<file path="config.mk">
export PLATFORM = sky130hd
export DESIGN_NAME = score_bcd_display
export DESIGN_NICKNAME = d
export VERILOG_FILES = /design/src/rtl/score_display_pkg.sv /design/src/rtl/seg7_encode.sv /design/src/rtl/score_bcd_display.sv
export SDC_FILE = /design/constraint.sdc
export NUM_CORES = 1
export LEC_CHECK = 0
export BUFFER_PORTS_ARGS = -buffer_cell sky130_fd_sc_hd__buf_4
export CAP_MARGIN = 20
export CORE_UTILIZATION = 40
export CTS_CLUSTER_SIZE = 30
export DETAILED_ROUTE_END_ITERATION = 6
export PLACE_DENSITY = 0.73
export SYNTH_ARGS = -nofsm -noshare
export SYNTH_HDL_FRONTEND = slang
export SYNTH_SLANG_ARGS = --single-unit
export TNS_END_PERCENT = 20
</file>
<file path="constraint.sdc">
create_clock -name CLOCK_50 -period 2.09 [get_ports CLOCK_50]
set_input_delay 0.3135 -clock CLOCK_50 [delete_from_list [all_inputs] [get_ports CLOCK_50]]
set_output_delay 0.3135 -clock CLOCK_50 [all_outputs]
set_load 0.005 [all_outputs]
</file>
<file path="src/rtl/score_display_pkg.sv">
// Shared segment patterns and FSM state type for the score display.
// Patterns are active-low: bit 6 = g ... bit 0 = a.
package score_display_pkg;

    localparam int unsigned SEG_W = 7;

    localparam logic [SEG_W-1:0] SEG_DIGIT [0:9] = '{
        7'b1000000, 7'b1111001, 7'b0100100, 7'b0110000, 7'b0011001,
        7'b0010010, 7'b0000010, 7'b1111000, 7'b0000000, 7'b0010000
    };
    localparam logic [SEG_W-1:0] SEG_BLANK = 7'b1111111;
    localparam logic [SEG_W-1:0] SEG_DASH  = 7'b0111111;

    localparam logic [SEG_W-1:0] SEG_S = 7'b0010010;
    localparam logic [SEG_W-1:0] SEG_C = 7'b1000110;
    localparam logic [SEG_W-1:0] SEG_O = 7'b1000000;
    localparam logic [SEG_W-1:0] SEG_R = 7'b0101111;
    localparam logic [SEG_W-1:0] SEG_E = 7'b0000110;

    typedef enum logic {
        IDLE  = 1'b0,
        SHIFT = 1'b1
    } state_t;

endpackage

</file>
<file path="src/rtl/seg7_encode.sv">
// Combinational BCD digit to active-low seven-segment pattern; non-decimal codes blank.
module seg7_encode
    import score_display_pkg::*;
(
    input  logic [3:0]       bcd,
    output logic [SEG_W-1:0] seg_c
);

    always_comb begin
        seg_c = SEG_BLANK;
        case (bcd)
            4'd0:    seg_c = SEG_DIGIT[0];
            4'd1:    seg_c = SEG_DIGIT[1];
            4'd2:    seg_c = SEG_DIGIT[2];
            4'd3:    seg_c = SEG_DIGIT[3];
            4'd4:    seg_c = SEG_DIGIT[4];
            4'd5:    seg_c = SEG_DIGIT[5];
            4'd6:    seg_c = SEG_DIGIT[6];
            4'd7:    seg_c = SEG_DIGIT[7];
            4'd8:    seg_c = SEG_DIGIT[8];
            4'd9:    seg_c = SEG_DIGIT[9];
            default: seg_c = SEG_BLANK;
        endcase
    end

endmodule

</file>
<file path="src/rtl/score_bcd_display.sv">
// Sequential double-dabble score to seven-segment driver with LOAD/BUSY/DONE handshake.
// Optional leading-zero blanking enabled by defining SCORE_ZERO_BLANK_EN.
module score_bcd_display
    import score_display_pkg::*;
#(
    parameter int unsigned WIDTH  = 8,
    parameter int unsigned DIGITS = 3
) (
    input  logic                  CLOCK_50,
    input  logic                  RESET_N,
    input  logic [WIDTH-1:0]      SCORE,
    input  logic                  LOAD,
    output logic                  BUSY,
    output logic                  DONE,
    output logic                  OVF,
    output logic [7*DIGITS-1:0]   HEX_DIGITS,
    output logic [34:0]           HEX_LABEL
);

    localparam int unsigned CNT_W = $clog2(WIDTH + 1);
    localparam int unsigned BCD_W = 4 * DIGITS;
    localparam int unsigned HEX_W = SEG_W * DIGITS;

    // Display shown after reset: value 0 under the active blanking rule.
    function automatic logic [HEX_W-1:0] reset_hex();
        logic [HEX_W-1:0] h;
        h = '0;
        for (int i = 0; i < int'(DIGITS); i++) begin
`ifdef SCORE_ZERO_BLANK_EN
            h[SEG_W*i +: SEG_W] = (i == 0) ? SEG_DIGIT[0] : SEG_BLANK;
`else
            h[SEG_W*i +: SEG_W] = SEG_DIGIT[0];
`endif
        end
        return h;
    endfunction

    localparam logic [HEX_W-1:0] HEX_RST = reset_hex();

    state_t             state_q, state_d;
    logic [WIDTH-1:0]   bin_q, bin_d;
    logic [BCD_W-1:0]   bcd_q, bcd_d;
    logic [CNT_W-1:0]   cnt_q, cnt_d;
    logic               ovf_acc_q, ovf_acc_d;
    logic               pend_q, pend_d;
    logic [WIDTH-1:0]   pend_val_q, pend_val_d;
    logic [HEX_W-1:0]   hex_q, hex_d;
    logic               ovf_q, ovf_d;
    logic               done_q, done_d;

    logic [BCD_W-1:0]   bcd_adj_c;
    logic [BCD_W-1:0]   bcd_shift_c;
    logic               carry_c;
    logic               commit_ovf_c;
    logic               last_c;
    logic [SEG_W-1:0]   seg_c [DIGITS];
    logic [DIGITS-1:0]  show_c;
    logic [HEX_W-1:0]   hex_c;
`ifdef SCORE_ZERO_BLANK_EN
    logic               seen_c;
`endif

    // Add-3 correction then one-bit shift of {bcd, bin}.
    always_comb begin
        bcd_adj_c = bcd_q;
        for (int i = 0; i < int'(DIGITS); i++) begin
            if (bcd_q[4*i +: 4] >= 4'd5) begin
                bcd_adj_c[4*i +: 4] = bcd_q[4*i +: 4] + 4'd3;
            end
        end
    end

    assign bcd_shift_c  = {bcd_adj_c[BCD_W-2:0], bin_q[WIDTH-1]};
    assign carry_c      = bcd_adj_c[BCD_W-1];
    assign commit_ovf_c = ovf_acc_q | carry_c;
    assign last_c       = (cnt_q == CNT_W'(WIDTH - 1));

    for (genvar g = 0; g < int'(DIGITS); g++) begin : g_enc
        seg7_encode u_enc (
            .bcd   (bcd_shift_c[4*g +: 4]),
            .seg_c (seg_c[g])
        );
    end

    // Digit visibility mask; the ones digit is always shown.
    always_comb begin
        show_c = '1;
`ifdef SCORE_ZERO_BLANK_EN
        seen_c = 1'b0;
        for (int i = int'(DIGITS) - 1; i > 0; i--) begin
            seen_c    = seen_c | (bcd_shift_c[4*i +: 4] != 4'd0);
            show_c[i] = seen_c;
        end
`endif
    end

    always_comb begin
        hex_c = '0;
        for (int i = 0; i < int'(DIGITS); i++) begin
            if (commit_ovf_c) begin
                hex_c[SEG_W*i +: SEG_W] = SEG_DASH;
            end else if (show_c[i]) begin
                hex_c[SEG_W*i +: SEG_W] = seg_c[i];
            end else begin
                hex_c[SEG_W*i +: SEG_W] = SEG_BLANK;
            end
        end
    end

    // Next-state and datapath; a LOAD on the final shift restarts directly.
    always_comb begin
        state_d    = state_q;
        bin_d      = bin_q;
        bcd_d      = bcd_q;
        cnt_d      = cnt_q;
        ovf_acc_d  = ovf_acc_q;
        pend_d     = pend_q;
        pend_val_d = pend_val_q;
        hex_d      = hex_q;
        ovf_d      = ovf_q;
        done_d     = 1'b0;
        case (state_q)
            IDLE: begin
                if (LOAD) begin
                    bin_d     = SCORE;
                    bcd_d     = '0;
                    cnt_d     = '0;
                    ovf_acc_d = 1'b0;
                    state_d   = SHIFT;
                end
            end
            SHIFT: begin
                bin_d     = bin_q << 1;
                bcd_d     = bcd_shift_c;
                cnt_d     = cnt_q + CNT_W'(1);
                ovf_acc_d = commit_ovf_c;
                if (LOAD) begin
                    pend_d     = 1'b1;
                    pend_val_d = SCORE;
                end
                if (last_c) begin
                    hex_d  = hex_c;
                    ovf_d  = commit_ovf_c;
                    done_d = 1'b1;
                    if (LOAD || pend_q) begin
                        bin_d     = LOAD ? SCORE : pend_val_q;
                        bcd_d     = '0;
                        cnt_d     = '0;
                        ovf_acc_d = 1'b0;
                        pend_d    = 1'b0;
                    end else begin
                        state_d = IDLE;
                    end
                end
            end
            default: state_d = IDLE;
        endcase
    end

    always_ff @(posedge CLOCK_50 or negedge RESET_N) begin
        if (!RESET_N) begin
            state_q <= IDLE;
        end else begin
            state_q <= state_d;
        end
    end

    always_ff @(posedge CLOCK_50 or negedge RESET_N) begin
        if (!RESET_N) begin
            bin_q      <= '0;
            bcd_q      <= '0;
            cnt_q      <= '0;
            ovf_acc_q  <= 1'b0;
            pend_q     <= 1'b0;
            pend_val_q <= '0;
            hex_q      <= HEX_RST;
            ovf_q      <= 1'b0;
            done_q     <= 1'b0;
        end else begin
            bin_q      <= bin_d;
            bcd_q      <= bcd_d;
            cnt_q      <= cnt_d;
            ovf_acc_q  <= ovf_acc_d;
            pend_q     <= pend_d;
            pend_val_q <= pend_val_d;
            hex_q      <= hex_d;
            ovf_q      <= ovf_d;
            done_q     <= done_d;
        end
    end

    assign BUSY       = (state_q == SHIFT);
    assign DONE       = done_q;
    assign OVF        = ovf_q;
    assign HEX_DIGITS = hex_q;
    assign HEX_LABEL  = {SEG_S, SEG_C, SEG_O, SEG_R, SEG_E};

endmodule

</file>
Word-level counts from Yosys, hierarchy flattened
Memories as Yosys holds them, arrays and structs flattened.
Cells that the tools add are included.
{ "totals": {"memories": 3, "ram_bits": 0, "romBits": 336, "elab_cells": 58, "latch_bits": 0, "register_bits": 58, "out_inout_bits": 59} }
{ "memory_table": {"columns": ["memory", "depth", "width", "rd", "rd_ports_with_merged_regs", "wr", "line", "source"], "rows": [
  ["(no name shown)", 16, 7, 1, 0, 0, "seg7_encode.sv:11", "case (bcd)"],
  ["(no name shown)", 16, 7, 1, 0, 0, "seg7_encode.sv:11", null],
  ["(no name shown)", 16, 7, 1, 0, 0, "seg7_encode.sv:11", null]
]} }
{ "classes": {"add_sub_neg": 4, "n_lt_le_gt_ge": 3, "mux": 32, "shifts": 0, "n_div": 0, "reduce_logical": 2, "n_eq_ne": 2, "multipliers": 0, "bitwise_logic": 2} }
{ "op_table": {"columns": ["cell", "n"], "rows": [
  ["$mux 12", 3],
  ["$mux 8", 4],
  ["$mux 4", 6],
  ["$pmux 12 s2", 1],
  ["$mux 7", 3],
  ["$pmux 8 s2", 1],
  ["$add 4x2->4 const B", 3],
  ["$ge 4x3->1 const B", 3],
  ["$mux 1", 11],
  ["$pmux 4 s2", 1],
  ["$add 4x1->4 const B", 1],
  ["$eq 4x3->1 const B", 1],
  ["$pmux 1 s2", 2],
  ["$ne 2x2->1 const B", 1],
  ["$reduce_and 2->1", 1],
  ["$logic_or 1x1->1", 1],
  ["$not 1->1", 1],
  ["$or 1x1->1", 1]
]} }

Longest topological paths before layout
Gate-level depths: netlist (run 1).
{ "depth": {"word_depth": 6, "depth_mapped": 11, "mapped_depth_nobuf": 10} }

Hierarchy
From an unflattened synthesis (run 1), not the netlist that was laid out.
{ "hier_totals": {"cells_unflattened": 396, "area_unflattened_um2": 3632.2} }
{ "by_module_without_submodules": {"columns": ["module", "area_per_inst_um2", "instances", "seq_area_each_um2", "cells_each"], "rows": [
  ["score_bcd_display", 3011.6, 1, 1455.1, 299],
  ["seg7_encode (g_enc[1].u_enc ...)", 210.2, 2, 0.0, 33],
  ["seg7_encode (g_enc[0].u_enc)", 200.2, 1, 0.0, 31]
]} }

Worst setup path before layout (run 1)
No wires, ideal clock.
{ "synth_path": {"path_type": "register to register", "start": "reg bcd_q[8]", "end": "reg hex_q[17], in the netlist HEX_DIGITS[17]", "stages_incl_launch_ff": 9, "n_path_buf": 0, "required_ns": 1.964, "slack_ns": -0.022, "setup_ns": 0.126, "t_arrival_ns": 1.986, "path_cell_list": "dfrtp_1 -> inv_1 -> ha_1 -> and2b_2 -> o31ai_1 -> nor2_1 -> ha_1 -> nor3_1 -> o32a_1"} }
{ "synth_between": {"elab_chain_len": 4, "elab_cells_between_ends": 6} }
{ "synth_lines": {"columns": ["item", "line", "source"], "rows": [
  ["start, declared", "score_bcd_display.sv:42", "logic [BCD_W-1:0] bcd_q, bcd_d;"],
  ["start signal, assigned", "score_bcd_display.sv:171", "bcd_q <= '0;"],
  ["start signal, assigned", "score_bcd_display.sv:181", "bcd_q <= bcd_d;"],
  ["$add 4x2->4 or $ge 4x3->1 (tied branches)", "score_bcd_display.sv:68, score_bcd_display.sv:67", null],
  ["$mux 4 *", "score_bcd_display.sv:67", "if (bcd_q[4*i +: 4] >= 4'd5) begin"],
  ["$mem_v2 16x7 or $or 1x1->1 (tied branches)", null, null],
  ["$mux 7 *", "score_bcd_display.sv:100", "if (commit_ovf_c) begin"],
  ["end signal, assigned", "score_bcd_display.sv:176", "hex_q <= HEX_RST;"],
  ["end signal, assigned", "score_bcd_display.sv:186", "hex_q <= hex_d;"],
  ["end, declared", "score_bcd_display.sv:47", "logic [HEX_W-1:0] hex_q, hex_d;"]
]} }
Every way passes the cells marked *; elsewhere a longest branch is shown, timed or not.
A chain may end at the register's enable or synchronous reset.

Worst setup path in the final report (run 1)
Same ends and word-level chain as after synthesis.

==> summary.md, run 1 <==
| Metric | Value |
|---|---|
| Die Height | `between 90 and 100 um` |
| CTS tree | `done` |
| Tot Pwr | `7.39 mW` |
| Gr usage total | `19.8%` |
| RSZ-0062 raised after global routing | `yes` |
| Overflow after GRT | `0` |
| Sequential area share after synthesis | `41.1%` |
| Clk_skew | `13.9 ps` |
| Cells after Synth | `381` |
| Synth cell types | `61` |
| Flop and latch count out of synthesis | `58` |
| Final Util | `52.8%` |
| Failing checks | `setup timing` |
| Initial antenna violation count | `0` |
| Antenna Diode Count | `0` |
| Pre-antenna DRT Iters | `5` |
| Initial Util | `around 42%` |
| Max_cap viols | `0` |
| Flop-to-flop setup slack | `-10 ps` |
| Vias | `3005` |
| R2r worst-path depth | `8` |
| Largest net degree at the start of global routing | `59` |
| # IOs | `70` |
| Vias in the first global route | `around 3000` |
| IO buf count | `34` |
| Routed Antenna Nets | `0` |
| Final hold vios | `0` |
| Cell area after synthesis | `0.00354 mm^2` |
| Area growth syn-to-layout | `25.0%` |
| Fin crit share | `101%` |
| Final-report max-slew violation count | `0` |
| Die ar. | `0.00923 mm^2` |
| Root Buffer | `clkbuf_8` |
| Nets | `476` |
| Clk_lat worst skew | `about 350 ps` |
| Min Hold Slack | `27.7 ps` |
| Peak VDD IR | `0.000695 V` |
| Sink Count | `58` |
| Hpwl dp | `5.68 mm` |
| Most frequent cell after synthesis | `dfrtp_1` |
| First-pass GRT wire length | `13.8 mm` |
| Critical Path AT | `2330 ps` |
| Avg WL per Cell | `around 15 um` |
| Top post-synthesis cells by area | `dfrtp_1, buf_4, nand2_1` |
| # DRC | `0` |
| DRT iter0 DRCs | `208` |
| Worst Setup Slack, final | `-13.4 ps` |
| Placer Congestion | `0.860` |
| Relative slew slack | `51.0%` |
| CP required | `2320 ps` |
| Hold Path Class | `primary input to asynchronous set/reset pin` |
| CP endpoint kind | `flip-flop` |
| Commonest cells in the netlist | `dfrtp_1, nand2_1, buf_4` |
| FP Rows | `33` |
| Post-synth EDFFs | `0` |
| Leakage power | `1.98 nW` |
| Share of layout cells above drive strength 1 | `between 30% and 40%` |
| Minimum clock period | `~2100 ps` |
| Largest area contributor in the netlist | `dfrtp_1` |
| FFs w/ async S/R, synth | `between 90% and 100%` |
| Worst slew pin tran | `735 ps` |
| Mapped Avg Cell Area | `between 9 and 10 um^2` |
| Vias per inst | `5.33` |
| Post-Route WL | `8.35 mm` |
| Result of the run | `complete, but fails checks` |
| H-Tree Depth | `3` |
| TritonCTS Buffers | `9` |
| Critical path fanouts, max | `5` |
| Crit path kind | `flip-flop to flip-flop` |
| Startpoint Class | `flip-flop` |
| DIE WIDTH | `between 90 and 100 um` |
| Clk buf depth | `2` |
| Clock-pin slew on the worst setup and hold paths | `around 80 ps` |
| Pwr dens | `approximately 1700 mW/mm^2` |
| Finish-stage setup viols | `1` |
| Worst setup path start | `bcd_q[8]` |
| Launch point of the worst reg-to-reg path | `bcd_q[8]` |
| Top FF cell, synth | `dfrtp_1` |
| Core area | `0.00838 mm^2` |
| Post-synth top area share | `around two fifths` |
| Fmax | `~480 MHz` |
| FF-to-FF End | `HEX_DIGITS[17]` |
| Yosys warns | `0` |
worst max-delay path, stage by stage, from the launching register on:
cell and delay, ps:
dfrtp_2 430, inv_2 90, ha_2 190, nand2b_1 160
a211oi_2 320, nor2_1 100, ha_1 330, nor3_2 60
o32a_1 320
worst max-delay path by stage:
stage | end | slack, ps | cells past startpoint
global placement | HEX_DIGITS[10] | 5 | 8
CTS | HEX_DIGITS[3] | -6 | 6
finish | HEX_DIGITS[17] | -10 | 8
floorplan | HEX_DIGITS[10] | -4 | 10
global route | HEX_DIGITS[3] | -70 | 8
detailed placement | HEX_DIGITS[3] | -40 | 6
layout make-up:
type | instances | area (um^2)
timing repair buffer | 82 | 619
clock inverter | 7 | 77.6
sequential | 58 | 1460
tap | 105 | 131
multi-input combinational | 287 | 1960
clock buffer | 9 | 124
fill | 737 | 3960
inverter | 16 | 60.1
power by group:
group | leakage, nW | switching (mW) | total, mW | internal (mW)
Clock | 0.100 | 0.508 | 1.07 | 0.560
Combinational | 1.24 | 2.18 | 4.41 | 2.23
Sequential | 0.647 | 0.359 | 1.91 | 1.55
Total | 1.98 | 3.04 | 7.39 | 4.35
what timing repair did:
item                       4_1_cts  5_1_grt
hold endpoints to repair         0        0
setup buffers                    6        1
hold buffers                     0        0
setup endpoints to repair        7       16
pin swaps                       10        7
gates resized for setup         21       21
stage by stage:
stage	setup TNS (ps)	worst slack, ps	area (um^2)	std cells
final	-13.4	-13.4	4430	564
after global placement	0	5.45	4020	541
after global routing	-158	-72.8	4430	564
after detailed placement	-203	-44.6	4020	541
after CTS	-6.06	-6.06	4350	563
after floorplan	-4.23	-4.23	3680	414
state kept, by name (all words and copies together) (netlist names):
signal      count
HEX_DIGITS     21
bcd_q          12
bin_q           8
pend_val_q      8
cnt_q           4
BUSY            1
DONE            1
OVF             1
ovf_acc_q       1
pend_q          1
per-layer routing:
metal	global-route usage, %	up-vias	wire length, um
met3	5.13	18	520
met4	8.46	0	185
met2	32.9	105	4240
met1	24.1	1464	3400
met5	0	-	0
li1	-	1418	-
layout by cell type, fill, tap and decap left out, types with 7 or more instances in the layout:
| cell | count |
|---|---|
| a21oi_1 | 13 |
| inv_1 | 7 |
| nor2_1 | 23 |
| o21ai_0 | 23 |
| dfrtp_1 | 53 |
| clkbuf_8 | 9 |
| conb_1 | 35 |
| nor3_1 | 10 |
| mux2_2 | 8 |
| buf_4 | 81 |
| inv_2 | 9 |
| nand2_1 | 45 |
cells by family after synthesis:
group	after synthesis	synth area share (%)
and+or+nand+nor	121	16.7
AOI/OAI and AO/OA	102	20.6
buffers and inverters	69	11.6
DFF	58	41.1
muxes	14	4.24
adders and majority gates	11	3.89
xor gates and xnor gates	4	1.77
other	2	0.212
(Power assumes the default switching activity.)
==> run 2: changes to the inputs <==
Settings changed: CELL_PAD_IN_SITES_DETAIL_PLACEMENT set to 1, CELL_PAD_IN_SITES_GLOBAL_PLACEMENT set to 2, CORE_UTILIZATION 40 to 30, PLACE_DENSITY 0.73 to 0.85.
==> run 2 against run 1 <==
Compared with the run above:
- the flow now finishes without violations
- non-clock buffer count down 3
- global-route usage down 4.2 points
- sequential share of layout area fell by 1.1 points
- final area is 3.3% higher
- register-to-register slack improved by 70 ps
- largest power group unchanged
- critical path type unchanged
- wire length is 8.9% higher
==> summary.md, run 2 (synthesized netlist as in run 1, its figures left out) <==
| Metric | Value |
|---|---|
| Pwr dens | `1720 mW/mm^2 (was 1670 mW/mm^2)` |
| Root Buffer | `clkbuf_16 (was clkbuf_8)` |
| Die Height | `111 um (was 96.1 um)` |
| Launch point of the worst reg-to-reg path | `bcd_q[0] (was bcd_q[8])` |
| Fmax | `491 MHz (was 475 MHz)` |
| CP endpoint kind | `flip-flop (unchanged)` |
| Largest net degree at the start of global routing | `59 (unchanged)` |
| Hold Path Class | `primary input to asynchronous set/reset pin (unchanged)` |
| Pre-antenna DRT Iters | `4 (was 5)` |
| Most frequent cells in the layout | `buf_4, dfrtp_1, nand2_1 (unchanged)` |
| # IOs | `70 (unchanged)` |
| Hpwl dp | `6.43 mm (was 5.68 mm)` |
| Clk_skew | `5.61 ps (was 13.9 ps)` |
| Minimum clock period | `2040 ps (was 2100 ps)` |
| Routed Antenna Nets | `0 (unchanged)` |
| Avg WL per Cell | `15.2 um (was 14.8 um)` |
| TritonCTS Buffers | `9 (unchanged)` |
| First-pass GRT wire length | `15.2 mm (was 13.8 mm)` |
| Pre-CTS setup slack | `-121 ps (was -44.6 ps)` |
| Vias | `2953 (was 3005)` |
| Vias in the first global route | `3080 (was 2955)` |
| Peak VDD IR | `0.000777 V (was 0.000695 V)` |
| Antenna Diode Count | `0 (unchanged)` |
| FP Rows | `39 (was 33)` |
| Critical path fanouts, max | `4 (was 5)` |
| Core area | `0.0115 mm^2 (was 0.00838 mm^2)` |
| Max_cap viols | `0 (unchanged)` |
| Gr usage total | `15.5% (was 19.8%)` |
| Fin cells | `599 (was 564)` |
| Die ar. | `0.0122 mm^2 (was 0.00923 mm^2)` |
| Dpl cells | `577 (was 541)` |
| RSZ-0062 raised after global routing | `yes (unchanged)` |
| Leakage power | `2.02 nW (was 1.98 nW)` |
| Critical Path AT | `2240 ps (was 2330 ps)` |
| Worst Setup Slack, final | `54.5 ps (was -13.4 ps)` |
| CTS tree | `done (unchanged)` |
| Clock-pin slew on the worst setup and hold paths | `50 ps (was 80 ps)` |
| Placer Congestion | `0.794 (was 0.860)` |
| Result of the run | `finished clean (was complete, but fails checks)` |
| Tot Pwr | `7.87 mW (was 7.39 mW)` |
| H-Tree Depth | `3 (unchanged)` |
| Overflow after GRT | `0 (unchanged)` |
| Vias per inst | `4.93 (was 5.33)` |
| Initial antenna violation count | `0 (unchanged)` |
| Min Hold Slack | `55.3 ps (was 27.7 ps)` |
| Post-Route WL | `9.09 mm (was 8.35 mm)` |
| Setup TNS Final | `0 ps (was -13.4 ps)` |
| Crit path kind | `flip-flop to flip-flop (unchanged)` |
| Fill count | `1316 (was 737)` |
| Worst slew pin tran | `755 ps (was 735 ps)` |
| Relative slew slack | `49.7% (was 51.0%)` |
| Sink Count | `58 (unchanged)` |
| Startpoint Class | `flip-flop (unchanged)` |
| Fin area | `0.00457 mm^2 (was 0.00443 mm^2)` |
| IO buf count | `34 (unchanged)` |
| Final-report max-slew violation count | `0 (unchanged)` |
| DIE WIDTH | `111 um (was 96.1 um)` |
| Finish-stage setup viols | `0 (was 1)` |
| Initial Util | `30.9% (was 42.2%)` |
| Clk buf depth | `2 (unchanged)` |
| Final hold vios | `0 (unchanged)` |
| DP Area | `0.00406 mm^2 (was 0.00402 mm^2)` |
| Nets | `473 (was 476)` |
| Final Util | `39.9% (was 52.8%)` |
| DRT iter0 DRCs | `125 (was 208)` |
| Clk_lat worst skew | `330 ps (was 350 ps)` |
| Area growth syn-to-layout | `29.1% (was 25.0%)` |
| Fin crit share | `97.4% (was 101%)` |
| Worst setup path start | `bcd_q[0] (was bcd_q[8])` |
| Most common cell after layout, fill and taps aside | `buf_4 (unchanged)` |
| # DRC | `0 (unchanged)` |
| CP required | `2300 ps (was 2320 ps)` |
| Largest register FFs | `21 (unchanged)` |
| Share of layout cells above drive strength 1 | `33.8% (was 34.2%)` |
-- run 2: report_power, final --
part           switching, mW  internal (mW)
registers              0.353           1.56
logic                   2.26           2.25
clock network          0.494          0.950
-- run 2: worst paths after layout --
kind / end / slack [ps] / cells after the start
setup / recovery: HEX_DIGITS[3] / 50 / 7
hold / removal: OVF / 60 / 1
setup reg to reg: HEX_DIGITS[3] / 50 / 7
hold reg to reg: HEX_DIGITS[20] / 480 / 2
max in group asynchronous: bcd_q[8] / 1510 / 1
min in group CLOCK_50: bin_q[6] / 240 / 2
-- run 2: what timing repair did --
item	4_1_cts	5_1_grt
gates resized for setup	9	40
setup endpoints to repair	12	18
pin swaps	3	17
setup buffers	3	3
hold buffers	0	0
-- run 2: critical path, stage by stage, from the launching register on --
cell and delay (ps):
dfrtp_1 410, ha_2 220, nand2b_4 160, a211oi_4 260, nor2_2 80, ha_1 290, and3_1 150, o32a_1 340
-- run 2: per-layer routing --
metal  track usage (%)  up-vias  routed length (um)
li1                  -     1421                   -
met1              18.5     1469                3990
met2              26.7       55                4650
met3              4.88        8                 354
met4              4.44        0                  91
met5                 0        -                   0
-- run 2: layout make-up --
type,instances,area [um^2],area share (%)
multi-input combinational,287,1990,43.5
sequential,58,1460,31.9
timing repair buffer,79,597,13.1
clock buffer,13,250,5.47
tap,143,179,3.91
inverter,16,60.1,1.31
clock inverter,3,40.0,0.876
